## config.mk

```make
export PLATFORM = sky130hd
export DESIGN_NAME = jtag_shift_engine
export DESIGN_NICKNAME = d
export VERILOG_FILES = /design/src/rtl/jtag_shift_engine.sv
export SDC_FILE = /design/constraint.sdc
export NUM_CORES = 1
export LEC_CHECK = 0
export ABC_AREA = 1
export CORE_MARGIN = 8
export CORE_UTILIZATION = 55
export DETAILED_ROUTE_END_ITERATION = 12
export GPL_ROUTABILITY_DRIVEN = 0
export HOLD_SLACK_MARGIN = 0.02
export PLACE_DENSITY_LB_ADDON = 0.2
export RECOVER_POWER = 25
export SYNTH_ARGS = -nofsm -noshare
export SYNTH_HDL_FRONTEND = slang
export SYNTH_SLANG_ARGS = --single-unit
```

## constraint.sdc

```tcl
create_clock -name clk_i -period 3 [get_ports clk_i]
set_clock_uncertainty 0.2 [all_clocks]
set_input_delay 0.9 -clock clk_i [delete_from_list [all_inputs] [get_ports clk_i]]
set_output_delay 0.9 -clock clk_i [all_outputs]
set_load 0.03 [all_outputs]
```

## src/rtl/jtag_shift_engine.sv

```systemverilog
`default_nettype none
//==============================================================================
// Module      : jtag_shift_engine
// Description : Parametrised JTAG vector shifter. Issues up to C_VEC_WIDTH TCK
//               cycles per command, driving TMS/TDI LSB-first and capturing
//               TDO into a vector of the same width. Runtime TCK divider,
//               start/busy/done handshake and abort.
// Revision    : 1.0 - initial release
//==============================================================================
module jtag_shift_engine #(
   parameter int C_VEC_WIDTH = 32,
   parameter int C_DIV_WIDTH = 16,
   parameter int C_LEN_WIDTH = $clog2(C_VEC_WIDTH + 1)
) (
   input  logic                   clk_i,
   input  logic                   reset_i,
   input  logic                   start_i,
   input  logic                   abort_i,
   input  logic [C_LEN_WIDTH-1:0] length_i,
   input  logic [C_DIV_WIDTH-1:0] clk_div_i,
   input  logic [C_VEC_WIDTH-1:0] tms_vec_i,
   input  logic [C_VEC_WIDTH-1:0] tdi_vec_i,
   output logic [C_VEC_WIDTH-1:0] tdo_vec_o,
   output logic                   busy_o,
   output logic                   done_o,
   output logic                   tck_o,
   output logic                   tms_o,
   output logic                   tdi_o,
   input  logic                   tdo_i
);

   // Bit index only needs to address the vector; the length field needs one
   // extra code point to represent a full-width command.
   localparam int                     C_IDX_WIDTH = (C_VEC_WIDTH > 1) ? $clog2(C_VEC_WIDTH) : 1;
   localparam logic [C_LEN_WIDTH-1:0] C_MAX_LEN   = C_LEN_WIDTH'(C_VEC_WIDTH);

   typedef enum logic [1:0] {
      S_IDLE   = 2'd0,
      S_TCK_LO = 2'd1,
      S_TCK_HI = 2'd2,
      S_DONE   = 2'd3
   } state_t;

   state_t                 state_q;
   logic [C_LEN_WIDTH-1:0] len_q;
   logic [C_DIV_WIDTH-1:0] div_q;
   logic [C_DIV_WIDTH-1:0] cnt_q;
   logic [C_IDX_WIDTH-1:0] idx_q;
   logic [C_VEC_WIDTH-1:0] tms_vec_q;
   logic [C_VEC_WIDTH-1:0] tdi_vec_q;
   logic [C_VEC_WIDTH-1:0] tdo_sr_q;
   logic [C_VEC_WIDTH-1:0] tdo_vec_q;
   logic                   tck_q;
   logic                   tms_q;
   logic                   tdi_q;
   logic                   busy_q;
   logic                   done_q;

   logic [C_LEN_WIDTH-1:0] len_d;
   logic [C_DIV_WIDTH-1:0] div_d;
   logic [C_IDX_WIDTH-1:0] idx_d;
   logic [C_VEC_WIDTH-1:0] tdo_sr_d;
   logic                   phase_end;
   logic                   last_bit;

   // Command operand conditioning, capture merge and phase/bit terminal counts.
   always_comb begin
      len_d           = (length_i > C_MAX_LEN) ? C_MAX_LEN : length_i;
      div_d           = (clk_div_i == '0) ? C_DIV_WIDTH'(1) : clk_div_i;
      idx_d           = idx_q + 1'b1;
      tdo_sr_d        = tdo_sr_q;
      tdo_sr_d[idx_q] = tdo_i;
      phase_end       = (cnt_q == (div_q - 1'b1));
      last_bit        = (C_LEN_WIDTH'(idx_q) == (len_q - 1'b1));
   end

   // Shift FSM: all pin and handshake outputs are registered here.
   always_ff @(posedge clk_i) begin
      if (reset_i) begin
         state_q   <= S_IDLE;
         len_q     <= '0;
         div_q     <= '0;
         cnt_q     <= '0;
         idx_q     <= '0;
         tms_vec_q <= '0;
         tdi_vec_q <= '0;
         tdo_sr_q  <= '0;
         tdo_vec_q <= '0;
         tck_q     <= 1'b0;
         tms_q     <= 1'b1;
         tdi_q     <= 1'b0;
         busy_q    <= 1'b0;
         done_q    <= 1'b0;
      end else begin
         done_q <= 1'b0;
         case (state_q)
            S_IDLE: begin
               if (start_i && !abort_i) begin
                  len_q     <= len_d;
                  div_q     <= div_d;
                  tms_vec_q <= tms_vec_i;
                  tdi_vec_q <= tdi_vec_i;
                  idx_q     <= '0;
                  cnt_q     <= '0;
                  tdo_sr_q  <= '0;
                  if (len_d == '0) begin
                     // Empty command completes immediately with no TCK activity.
                     state_q   <= S_DONE;
                     done_q    <= 1'b1;
                     tdo_vec_q <= '0;
                  end else begin
                     state_q <= S_TCK_LO;
                     busy_q  <= 1'b1;
                     tms_q   <= tms_vec_i[0];
                     tdi_q   <= tdi_vec_i[0];
                  end
               end
            end

            S_TCK_LO: begin
               if (abort_i) begin
                  state_q <= S_IDLE;
                  busy_q  <= 1'b0;
                  tck_q   <= 1'b0;
               end else if (phase_end) begin
                  cnt_q   <= '0;
                  tck_q   <= 1'b1;
                  state_q <= S_TCK_HI;
               end else begin
                  cnt_q <= cnt_q + 1'b1;
               end
            end

            S_TCK_HI: begin
               if (abort_i) begin
                  state_q <= S_IDLE;
                  busy_q  <= 1'b0;
                  tck_q   <= 1'b0;
               end else if (phase_end) begin
                  // TCK falls here; the target only changes TDO after this edge.
                  cnt_q    <= '0;
                  tck_q    <= 1'b0;
                  tdo_sr_q <= tdo_sr_d;
                  if (last_bit) begin
                     state_q   <= S_DONE;
                     busy_q    <= 1'b0;
                     done_q    <= 1'b1;
                     tdo_vec_q <= tdo_sr_d;
                  end else begin
                     idx_q   <= idx_d;
                     tms_q   <= tms_vec_q[idx_d];
                     tdi_q   <= tdi_vec_q[idx_d];
                     state_q <= S_TCK_LO;
                  end
               end else begin
                  cnt_q <= cnt_q + 1'b1;
               end
            end

            S_DONE: begin
               state_q <= S_IDLE;
            end

            default: begin
               state_q <= S_IDLE;
            end
         endcase
      end
   end

   assign tdo_vec_o = tdo_vec_q;
   assign busy_o    = busy_q;
   assign done_o    = done_q;
   assign tck_o     = tck_q;
   assign tms_o     = tms_q;
   assign tdi_o     = tdi_q;

endmodule
`default_nettype wire

```

==> metrics.md <==
| Metric | Value |
|---|---|
| Core box area | `0.0166 mm²` |
| Biggest cell delay along the critical path | `a little over 600 ps` |
| Share of synthesized flip-flops with an asynchronous set or reset | `0%` |
| CP bufs+invs | `4` |
| Standard cell with the maximum stage delay on the critical path | `sky130_fd_sc_hd__dlygate4sd3_1` |
| Most instantiated flip-flop cell in the synthesis netlist | `sky130_fd_sc_hd__dfxtp_1` |
| Capturing element type of the critical path | `flip-flop` |
| Cell count along the critical path | `8` |
| Share of the yosys chip area belonging to registers | `roughly two fifths` |
| Clk pwr share | `about 26%` |
| Final setup fails | `0` |
| Count of final hold-check violations | `0` |
| Worst setup SP type | `input port` |
| Wire length of the first global-routing pass | `41600 µm` |
| RSZ-0062 raised after global routing | `false` |
| Period minus WS final | `2780 ps` |
| Final wirelength | `around 24000 µm` |
| Share of final-layout standard cells stronger than drive strength 1 | `slightly below 6%` |
| Post-CTS resize count | `0` |
| Die extent in y | `roughly 150 µm` |
| Net switching power figure | `3.44 mW` |
| Worst reg-to-reg setup slack | `270 ps` |
| Root buffer selected by CTS | `sky130_fd_sc_hd__clkbuf_16` |
| Yosys top cell area share | `about two fifths` |
| Slew @ Worst Pin | `approximately 770 ps` |
| Final Net Count | `~1600` |
| Max Cap Violations | `0` |
| Crit share post-route | `92.7%` |
| Worst Hold Slack | `~250 ps` |
| Data arrival time of the worst path | `slightly below 3000 ps` |
| Yosys warning total | `0` |
| Std-Cell Rows | `47` |
| Mean area per synthesized cell | `6.57 µm²` |
| Remaining routing DRC violations | `0` |
| Via density per instance | `about 5.3` |
| Post-CTS Hold Buffers | `0` |
| Grt ovf | `0` |
| Initial Utilization | `a little under three fifths` |
| Via count of the first global-routing pass | `8661` |
| Post-synth EDFFs | `0` |
| Worst-Skew Late Latency | `440 ps` |
| Cell count after synthesis | `roughly 1400` |
| Maximum vdd ir drop | `0.000464 V` |
| Diode count | `0` |
| Clock buffers created by TritonCTS | `17` |
| Outcome | `finished clean` |
| Antenna violation net count after detailed routing | `0` |
| Cell area power density | `between 700 and 800 mW/mm²` |
| Cell-by-cell trace of the critical path | `dlygate4sd3_1 > inv_1 > nand2_1 > nor2_1 > inv_1 > buf_12 > o21ai_0 > a21oi_1` |
| Deepest clock path buffer count | `2` |
| Slew headroom | `roughly 49%` |
| Clk slew on worst S/H paths | `approximately 80 ps` |
| Cell repeated most along the worst path | `sky130_fd_sc_hd__inv_1` |
| Worst hold path class | `reg -> reg` |
| Initial antenna violation count | `0` |
| Number of top-level design ports | `~130` |
| Required @ worst endpoint | `between 3000 and 4000 ps` |
| Most used standard cell by instance count after synthesis | `sky130_fd_sc_hd__nor2_1` |
| TritonCTS clock tree | `done` |
| Number of buffer cells added on primary ports | `127` |
| Area added between synthesis and finish | `22.5%` |
| Synth Net Count | `between 1500 and 2000` |
| Worst-path fanout max | `73` |
| Routed len/inst | `roughly 14 µm` |
| CTS sink count | `178` |
| Final Max Tran Viols | `0` |
| Number of setup buffers added after CTS | `0` |
| Leakage power of the design | `4.63 nW` |
| Post-Route Setup TNS | `0 ps` |
| Sequential share of power | `35.8%` |
| Global-route usage over all layers | `between 20% and 30%` |
| Die width | `approximately 150 µm` |
| Category of the most critical setup path | `in -> reg` |
| Switching share of power | `just under 40%` |
| Top cell types by occurrence after synthesis | `252 x sky130_fd_sc_hd__nor2_1, 213 x sky130_fd_sc_hd__nand2_1, 178 x sky130_fd_sc_hd__dfxtp_1, 176 x sky130_fd_sc_hd__inv_1, 163 x sky130_fd_sc_hd__o21ai_0` |
| Delay-heaviest family, CP | `buffers and inverters` |
| Maximum operating frequency | `approximately 360 MHz` |
| Total Die Area | `approximately 0.021 mm²` |
| Worst hold path cell count | `2` |
| Vias after detailed routing | `9285` |
| Count of TritonRoute iterations in the first routing pass | `5` |
| Internal power summed over all cells | `5.41 mW` |
| Pin count of the biggest net entering global routing | `between 100 and 150` |
| Number of cells on the worst reg-to-reg path | `16` |
| Library cell occupying the most area in the post-synthesis netlist | `sky130_fd_sc_hd__dfxtp_1` |
| CTS H-Tree Depth | `4` |
| Share of power burned in combinational logic | `slightly below 40%` |
| Initial detailed-routing violation count | `between 700 and 800` |
| Netlist area before placement | `0.00931 mm²` |
| Post-synthesis sequential element count | `about 180` |
| Number of distinct standard cells referenced by the synthesized netlist | `35` |
| Detailed-placement wirelength estimate | `around 17000 µm` |
| Top area cells in the synthesized netlist | `sky130_fd_sc_hd__dfxtp_1 38%, sky130_fd_sc_hd__nor2_1 10%, sky130_fd_sc_hd__o21ai_0 8.8%` |
registers in the layout (all words and copies together), names as in the netlist, 2 cells and up:
signal / cells
cnt_q: 16
tdo_vec_o: 32
div_q: 16
tdi_vec_q: 32
tdo_sr_q: 32
state_q: 2
tms_vec_q: 32
idx_q: 5
len_q: 6
placed cells by master (no fill, tap or decap), types with 21 or more instances in the layout:
master and instances:
sky130_fd_sc_hd__nor2_1 252, sky130_fd_sc_hd__nand2_1 213, sky130_fd_sc_hd__dfxtp_1 177, sky130_fd_sc_hd__inv_1 175
sky130_fd_sc_hd__o21ai_0 163, sky130_fd_sc_hd__clkdlybuf4s50_1 125, sky130_fd_sc_hd__a21oi_1 110, sky130_fd_sc_hd__nand3_1 86
sky130_fd_sc_hd__nand4_1 26, sky130_fd_sc_hd__buf_4 21
worst min-delay path: stages (launching register included):
cell and delay [ps]:
sky130_fd_sc_hd__dfxtp_1 300, sky130_fd_sc_hd__inv_1 60, sky130_fd_sc_hd__a21oi_1 50
power by group through the flow:
stage / logic, mW / clock network [mW] / registers (mW)
after floorplan: 2.17 / 0 / 3.46
after global placement: 3.33 / 0 / 3.20
after detailed placement: 3.41 / 0 / 3.21
after CTS: 3.44 / 2.28 / 3.17
after global routing: 3.88 / 2.38 / 3.23
final: 3.43 / 2.25 / 3.17
area by class of cell:
cell class / count / area (µm²)
Inverter: 180 / 676
Timing Repair Buffer: 155 / 1550
Sequential cell: 178 / 3560
Clock buffer: 18 / 439
Fill cell: 1476 / 5180
Tap cell: 220 / 275
Clock inverter: 14 / 160
Multi-Input combinational cell: 985 / 4740
layer usage:
metal,vias up,share of wire [%],global-route usage [%]
met1,4172,45,29.8
met3,29,7.2,5.53
li1,4772,-,-
met4,0,1.6,6.85
met5,-,0,0
met2,312,46,36.6
kinds of logic after synthesis:
group | after synthesis | share of synthesized area (%)
buffers and inverters | 254 | 10.8
DFF | 178 | 38.3
xor gates and xnor gates | 29 | 2.73
and+or+nand+nor | 621 | 28.4
adders and majority gates | 11 | 1.48
AOI/OAI and AO/OA | 324 | 18.3
final timing paths:
check	from	end
max	abort_i	tdi_vec_q[10]$_SDFFE_PP0P_
max reg2reg	div_q[0]$_SDFFE_PP0P_	tdo_vec_o[11]$_SDFFE_PP0P_
min reg2reg	tms_vec_q[14]$_SDFFE_PP0P_	tms_vec_q[14]$_SDFFE_PP0P_
min	tms_vec_q[14]$_SDFFE_PP0P_	tms_vec_q[14]$_SDFFE_PP0P_
metrics by stage:
step / utilization (%) / cell area (µm²) / worst slack, ps / power, mW / std cells
after floorplan: - / 9310 / 652 / 5.62 / 1417
after global placement: 65.2 / 10800 / 119 / 6.53 / 1718
after detailed placement: 65.2 / 10800 / 18.7 / 6.62 / 1718
after CTS: 68.8 / 11400 / 270 / 8.88 / 1750
after global routing: 68.8 / 11400 / 12.7 / 9.49 / 1750
final: 68.8 / 11400 / 220 / 8.85 / 1750
Power figures use the tool's default switching activity.
